## src/rtl/writeback_commit_queue.sv

```systemverilog
// Write-back stage: formats MEM-stage results, buffers them in an in-order commit queue,
// and exposes youngest-match forwarding plus a retired-instruction counter.
module writeback_commit_queue #(
  parameter int unsigned XLEN    = 32,
  parameter int unsigned RADDR_W = 5,
  parameter int unsigned DEPTH   = 2,
  parameter int unsigned CNT_W   = 32
) (
  input  logic               clk,
  input  logic               rst,
  input  logic               in_valid,
  output logic               in_ready,
  input  logic               in_regwrite,
  input  logic [1:0]         in_resultsrc,
  input  logic [2:0]         in_funct3,
  input  logic [XLEN-1:0]    in_aluresult,
  input  logic [XLEN-1:0]    in_readdata,
  input  logic [XLEN-1:0]    in_pc_plus4,
  input  logic [XLEN-1:0]    in_imm,
  input  logic [RADDR_W-1:0] in_rd,
  output logic               out_valid,
  input  logic               out_ready,
  output logic               rf_we,
  output logic [RADDR_W-1:0] rf_waddr,
  output logic [XLEN-1:0]    rf_wdata,
  input  logic [RADDR_W-1:0] fwd_rd,
  output logic               fwd_hit,
  output logic [XLEN-1:0]    fwd_data,
  output logic [CNT_W-1:0]   retire_count
);

  localparam int unsigned PW   = $clog2(DEPTH);
  localparam int unsigned CW   = PW + 1;
  localparam int unsigned OFFW = $clog2(XLEN / 8);

  logic [XLEN-1:0]    q_result [DEPTH];
  logic [RADDR_W-1:0] q_rd     [DEPTH];
  logic               q_we     [DEPTH];
  logic [PW-1:0]      rd_ptr_q, wr_ptr_q;
  logic [CW-1:0]      count_q;
  logic [CNT_W-1:0]   retire_q;

  logic               push, pop;
  logic [OFFW-1:0]    off, half_off, word_off;
  logic [XLEN-1:0]    byte_lane, half_lane, word_lane;
  logic [XLEN-1:0]    load_data, result;
  logic [PW-1:0]      fwd_idx;
  logic               unused_addr_bits;

  assign unused_addr_bits = ^in_aluresult[XLEN-1:OFFW];

  // Lane selection: halfword/word accesses drop the offset bits below their size.
  always_comb begin
    off       = in_aluresult[OFFW-1:0];
    half_off  = off & ~OFFW'(1);
    word_off  = off & ~OFFW'(3);
    byte_lane = in_readdata >> {off, 3'b000};
    half_lane = in_readdata >> {half_off, 3'b000};
    word_lane = in_readdata >> {word_off, 3'b000};
    unique case (in_funct3)
      3'b000:  load_data = XLEN'($signed(byte_lane[7:0]));
      3'b100:  load_data = XLEN'(byte_lane[7:0]);
      3'b001:  load_data = XLEN'($signed(half_lane[15:0]));
      3'b101:  load_data = XLEN'(half_lane[15:0]);
      3'b010:  load_data = XLEN'($signed(word_lane[31:0]));
      3'b110:  load_data = (XLEN == 64) ? XLEN'(word_lane[31:0]) : in_readdata;
      default: load_data = in_readdata;
    endcase
  end

  always_comb begin
    unique case (in_resultsrc)
      2'b00:   result = in_aluresult;
      2'b01:   result = load_data;
      2'b10:   result = in_pc_plus4;
      default: result = in_imm;
    endcase
  end

  assign in_ready     = (count_q < CW'(DEPTH));
  assign out_valid    = (count_q != '0);
  assign push         = in_valid & in_ready;
  assign pop          = out_valid & out_ready;
  assign rf_we        = pop & q_we[rd_ptr_q];
  assign rf_waddr     = q_rd[rd_ptr_q];
  assign rf_wdata     = q_result[rd_ptr_q];
  assign retire_count = retire_q;

  // Walk oldest to youngest so the last match wins.
  always_comb begin
    fwd_hit  = 1'b0;
    fwd_data = '0;
    fwd_idx  = rd_ptr_q;
    for (int i = 0; i < int'(DEPTH); i++) begin
      fwd_idx = rd_ptr_q + PW'(i);
      if ((CW'(i) < count_q) && q_we[fwd_idx] && (q_rd[fwd_idx] == fwd_rd) && (fwd_rd != '0)) begin
        fwd_hit  = 1'b1;
        fwd_data = q_result[fwd_idx];
      end
    end
  end

  always_ff @(posedge clk or posedge rst) begin
    if (rst) begin
      rd_ptr_q <= '0;
      wr_ptr_q <= '0;
      count_q  <= '0;
      retire_q <= '0;
      for (int i = 0; i < int'(DEPTH); i++) begin
        q_result[i] <= '0;
        q_rd[i]     <= '0;
        q_we[i]     <= 1'b0;
      end
    end else begin
      if (push) begin
        q_result[wr_ptr_q] <= result;
        q_rd[wr_ptr_q]     <= in_rd;
        q_we[wr_ptr_q]     <= in_regwrite && (in_rd != '0);
        wr_ptr_q           <= wr_ptr_q + 1'b1;
      end
      if (pop) begin
        rd_ptr_q <= rd_ptr_q + 1'b1;
        retire_q <= retire_q + 1'b1;
      end
      unique case ({push, pop})
        2'b10:   count_q <= count_q + 1'b1;
        2'b01:   count_q <= count_q - 1'b1;
        default: count_q <= count_q;
      endcase
    end
  end

endmodule
```

## config.mk

```make
export PLATFORM = sky130hd
export DESIGN_NAME = writeback_commit_queue
export DESIGN_NICKNAME = d
export VERILOG_FILES = /design/src/rtl/writeback_commit_queue.sv
export SDC_FILE = /design/constraint.sdc
export NUM_CORES = 1
export LEC_CHECK = 0
export BUFFER_PORTS_ARGS = -buffer_cell sky130_fd_sc_hd__clkbuf_2
export CAP_MARGIN = 20
export CORE_ASPECT_RATIO = 1.75
export CORE_UTILIZATION = 25
export DETAILED_ROUTE_END_ITERATION = 8
export HOLD_SLACK_MARGIN = 0.12
export PLACE_DENSITY = 0.47
export SLEW_MARGIN = 0
export SYNTH_ARGS = -nofsm -noshare
export SYNTH_HDL_FRONTEND = slang
export SYNTH_SLANG_ARGS = --single-unit
```

## constraint.sdc

```tcl
create_clock -name clk -period 3.4 [get_ports clk]
set_clock_uncertainty 0.05 [all_clocks]
set_input_delay 0.17 -clock clk [delete_from_list [all_inputs] [get_ports clk]]
set_output_delay 0.17 -clock clk [all_outputs]
set_load 0.1 [all_outputs]
```

# Word-level counts from Yosys, hierarchy flattened
# Index checks and enable logic that the tools add are counted.
# W data, S select, Z words.
[word_totals]
in_bits = 148
ff_bits = 112
word_cells = 87
out_inout_bits = 105
[classes]
magnitude_cmp = 7
shift = 2
n_mux = 34
reduce_logical = 14
n_addsub = 5
n_eq_ne = 9
n_bitwise = 6
[op_table]
columns = ["cell", "n"]
rows = [
  ["$mux W32", 9],
  ["$pmux W32 S4", 1],
  ["$pmux W32 S3", 1],
  ["$bwmux W64", 1],
  ["$mux W5", 7],
  ["$add A32 B1 Y32 const B", 1],
  ["$demux W32 S1", 1],
  ["$shr A32 B5 Y16", 1],
  ["$shr A32 B5 Y8", 1],
  ["$bwmux W10", 1],
  ["$eq A5 B5 Y1", 2],
  ["$reduce_bool A5 Y1", 2],
  ["$mux W1", 9],
  ["$logic_and A1 B1 Y1", 8],
  ["$eq A3 B3 Y1 const B", 2],
  ["$ge A2 B2 Y1 const B", 3],
  ["$not A1 Y2", 3],
  ["$demux W5 S1", 1],
  ["$eq A2 B1 Y1 const B", 2],
  ["$eq A2 B2 Y1 const B", 2],
  ["$lt A1 B2 Y1 const A", 2],
  ["$pmux W2 S2", 1],
  ["$reduce_bool A2 Y1", 2],
  ["$and A1 B1 Y1", 3],
  ["10 further kinds", 11],
]

# Depth between registers and ports, before layout
[logic_depth]
word_depth = 9
ltp_mapped = 9
ltp_nobuf = 8

# Worst setup path after synthesis
# Ideal clock, no wire load.
[synth_timing]
path_type = "reg2out"
start = "reg count_q[1]"
end = "out fwd_data[0]"
stages_incl_launch_ff = 10
n_path_buf = 1
arrival_time_ps = 3611
slack_ps = -431
required_time_ps = 3180
cell_sequence = "dfrtp_1 > inv_1 > ha_1 > inv_1 > nand2_1 > a2111oi_2 > o211ai_2 > mux2i_4 > buf_6 > a22o_1"
[synth_between]
elab_chain_len = 6
word_cells_on_any_way = 10
classes_between = "order compare: 2; mux: 2; reduce/logical: 6"
[synth_rtl]
columns = ["element", "line", "rtl"]
rows = [
  ["start, declared", "40", "logic [CW-1:0] count_q;"],
  ["start signal, assigned", "126", "2'b10: count_q <= count_q + 1'b1;"],
  ["start signal, assigned", "127", "2'b01: count_q <= count_q - 1'b1;"],
  ["start signal, assigned", "128", "default: count_q <= count_q;"],
  ["$lt A1 B2 Y1", "96", "if ((CW'(i) < count_q) && q_we[fwd_idx] && (q_rd[fwd_idx] == fwd_rd) && (fwd_rd != '0)) begin"],
  ["$logic_and A1 B1 Y1 (3 in a row)", "96", ""],
  ["$mux W32", "96", ""],
  ["$mux W32 *", "96", ""],
  ["end, declared", "28", "output logic [XLEN-1:0] fwd_data,"],
]
# Mark *: on every way between the ends. The rest lies on a longest branch, timed or not.

# Worst setup path after layout
[layout_timing]
start = "reg rd_ptr_q"
end = "out fwd_data[21]"
[layout_between]
elab_chain_len = 9
word_cells_on_any_way = 31
classes_between = "add/sub: 1; eq/ne: 2; mux: 20; bitwise: 2; reduce/logical: 6"
[layout_rtl]
columns = ["element", "line", "rtl"]
rows = [
  ["start, declared", "39", "logic [PW-1:0] rd_ptr_q, wr_ptr_q;"],
  ["start signal, assigned", "122", "rd_ptr_q <= rd_ptr_q + 1'b1;"],
  ["$add A1 B1 Y1 / $not A1 Y2 (equally long branches)", "95, 96, 98", ""],
  ["$not A1 Y2 (not written as such) (tied with other cells)", "96, 98", ""],
  ["$mux W5 (not written as such) / $mux W1 (equally long branches) (2 in a row)", "96", ""],
  ["$mux W5 (not written as such) (tied with other cells)", "96", ""],
  ["$eq A5 B5 Y1 / $logic_and A1 B1 Y1 (equally long branches)", "96", ""],
  ["$logic_and A1 B1 Y1", "96", ""],
  ["$logic_and A1 B1 Y1 / $mux W32 (equally long branches)", "96", ""],
  ["$mux W32 *", "96", ""],
]
# Mark *: on every way between the ends. The rest lies on a longest branch, timed or not. The select of a mux whose other input is x is not followed.

==> results.sh <==
export IMPL_rows=80
export IMPL_die_width_um=127
export IMPL_worstPathMaxFanout=21
export IMPL_num_vias=6593
export IMPL_min_delay_start="in_imm[17]"
export IMPL_finalSetupViolations=0
export IMPL_powerDensity_mw_per_mm2=878
export IMPL_grt_pass1_wl_um=39200
export IMPL_synth_nets=924
export IMPL_synth_edf_count=0
export IMPL_hold_viol=0
export IMPL_ys_ff_latch=112
export IMPL_clk_latency_ns=0.35
export IMPL_worst_pin_slew_ns=0.847
export IMPL_cts_buffers=9
export IMPL_grt_total_usage=0.186
export IMPL_core_area_mm2=0.0271
export IMPL_grt_pass1_vias=6760
export IMPL_nNetsFinal=1169
export IMPL_fin_setup_tns_ns=0
export IMPL_period_minus_slack_ns=3.25
export IMPL_p_leak_uw=0.00447
export IMPL_routabilityCongestion=0.883
export IMPL_synth_seq_area_share=0.407
export IMPL_timing_fmax_mhz=308
export IMPL_async_reset_ff_frac=1.00
export IMPL_vdd_drop_max_mv=0.452
export IMPL_dp_cells=1359
export IMPL_min_to="q_result[17]$_DFFE_PP0P_"
export IMPL_fill_cells=2842
export IMPL_syn_inst=772
export IMPL_layout_worst_path_cycle_share=0.956
export IMPL_drt_total_wl_um=25900
export IMPL_grt_remaining_overflow=0
export IMPL_initial_utilization=0.254
export IMPL_drtIter0Drc=300
export IMPL_place_hpwl_um=20600
export IMPL_layoutNonFillerInstCount=1390
export IMPL_die_area_mm2=0.0282
export IMPL_r2r_start="count_q[1]$_DFFE_PP0P_"
export IMPL_hold_depth=3
export IMPL_min_path_type="in -> reg"
export IMPL_ys_flop_type="dfrtp_1"
export IMPL_path_clk_slew_ns=0.07
export IMPL_slew_limit_headroom=0.421
export IMPL_design_area_mm2=0.00951
export IMPL_ant_nets=0
export IMPL_post_route_cells_drive_above_1_share=0.365
export IMPL_grt_max_degree=63
export IMPL_clock_path_buffers=2
export IMPL_portBuffers=252
export IMPL_htree_levels=3
export IMPL_r2r_setup_slack_ns=1.10
export IMPL_wl_per_cell_um=18.7
export IMPL_rsz0062_at_grt="false"
export IMPL_post_cts_repair_setup_buffers=0
export IMPL_worstReg2RegEnd="retire_count[31]$_DFFE_PP0P_"
export IMPL_synthDistinctLibCells=48
export IMPL_cp_start_kind="flop"
export IMPL_synth_warnings=0
export IMPL_cp_required_ns=3.18
export IMPL_r2r_cells=9
export IMPL_mappedNetlistArea_mm2=0.00688
export IMPL_viasPerCell=4.74
export IMPL_die_y_um=222
export IMPL_cts_root_buf="clkbuf_16"
export IMPL_maxSlewViolCount=0
export IMPL_drcViolationCount=0
export IMPL_io_pins=253
export IMPL_crit_type="reg -> out"
export IMPL_antennaDiodeCount=0
export IMPL_cts_tree="done"
export IMPL_antenna_found_initial=0
export IMPL_outcome="finished, final reports clean"
export IMPL_cap_violations=0
export IMPL_worst_endpoint_arrival_ns=3.03
export IMPL_worst_setup_path_end_kind="output pin"
export IMPL_clock_sinks=112
export IMPL_syn_area_per_cell_um2=8.92
export IMPL_firstDrtPassIters=6
export IMPL_post_dp_cell_area_mm2=0.00904
export IMPL_regArea_mm2=0.00281
export IMPL_syn_to_final_growth_pct=38.2
export IMPL_multi_input_area_mm2=0.00379
export IMPL_fin_util=0.351
-- worst max-delay path: stages, from the launching register on --
cell	delay [ns]
dfrtp_4	0.57
buf_4	0.22
mux2_4	0.31
xor2_1	0.15
nor4_2	0.34
o211ai_2	0.21
mux2i_4	0.22
buf_8	0.24
a22o_2	0.21
buf_12	0.17
-- cells in the mapped netlist (all sizes together), types with 4 or more instances --
cell type  count  area (um^2)
nand2        130          488
dfrtp        112         2800
o21ai        101          505
nor2          45          169
clkbuf        42          158
mux2          39          443
a21oi         34          170
a22o          31          272
xnor2         31          272
mux2i         30          325
inv           18         67.6
o211ai        17          133
nand3         16         80.1
nand2b        15         93.8
buf           13          111
and3          10         62.6
xor2          10         87.6
nor2b          9         56.3
a31oi          8         50.1
a211oi         7         52.6
nor3           6         30.0
a221oi         5         43.8
a2111oi        4         41.3
and4           4         35.0
ha             4         50.1
nand4          4         25.0
o22ai          4         25.0
-- per-stage QoR --
step	hold WS [ns]	worst slack [ns]	total power (uW)
after floorplan	0.225	0.134	6320
after global placement	0.333	0.364	7330
after detailed placement	0.334	0.330	7350
after CTS	0.123	0.0255	8440
after global routing	0.150	0.0154	8780
final	0.131	0.151	8350
-- cell type report --
type / instances / share of cell area
multi-input combinational: 587 / 0.398
sequential: 112 / 0.295
tap: 369 / 0.0485
timing repair buffer: 289 / 0.219
inverter: 18 / 0.00776
clock inverter: 3 / 0.00276
clock buffer: 12 / 0.0280
-- repair_timing --
action	CTS	global route
hold buffers	16	0
resized for setup	2	3
setup endpoints to repair	21	21
endpoints found under the hold margin	82	0
-- worst max path at each step --
stage / from / endpoint / slack (ns) / cells past startpoint
after global routing: rd_ptr_q$_DFFE_PP0P_ / fwd_data[23] / 0.02 / 9
final: rd_ptr_q$_DFFE_PP0P_ / fwd_data[21] / 0.15 / 9
after detailed placement: rd_ptr_q$_DFFE_PP0P_ / fwd_data[23] / 0.33 / 9
after CTS: rd_ptr_q$_DFFE_PP0P_ / fwd_data[24] / 0.03 / 9
after floorplan: count_q[1]$_DFFE_PP0P_ / fwd_data[0] / 0.13 / 9
after global placement: rd_ptr_q$_DFFE_PP0P_ / fwd_data[21] / 0.36 / 9
-- report_power, final --
| group | internal (uW) | switching (uW) |
|---|---|---|
| combinational | 1140 | 3860 |
| sequential | 1810 | 486 |
| clock | 558 | 487 |
| total | 3510 | 4840 |
-- cells by family after synthesis --
| logic type | share of synthesized area |
|---|---|
| adders and majority gates | 0.00727 |
| and+or+nand+nor | 0.162 |
| AOI/OAI and AO/OA | 0.201 |
| muxes | 0.121 |
| buffers and inverters | 0.0489 |
| xor gates and xnor gates | 0.0522 |
| DFF | 0.407 |
-- layer usage --
metal,part of all wire,track usage
met1,0.38,0.195
met2,0.55,0.357
met3,0.032,0.0195
met4,0.044,0.0952
met5,0,0
-- cells in the final DEF, fill, tap and decap left out, drive strengths merged, types with 4 or more instances in the layout --
cell type and n:
nor3 6, dfrtp 112, xor2 10, nand3 16, a221oi 5, o22ai 4
buf 53, o21ai 101, nor2 45, xnor2 31, a2111oi 4, nand2b 15
clkbuf 232, o211ai 17, dlygate4sd3 16, nand4 4, a21oi 34, a31oi 8
a22o 31, and4 4, nand2 130, ha 4, mux2i 30, and3 10
nor2b 9, a211oi 7, mux2 39, inv 17
-- sequential cells by signal, summed over array words and instances, names as in the netlist --
signal	count
q_we	2
count_q	2
retire_count	32
q_rd	10
wr_ptr_q	1
rd_ptr_q	1
q_result	64
No activity file was read; power rests on OpenSTA's default activity.
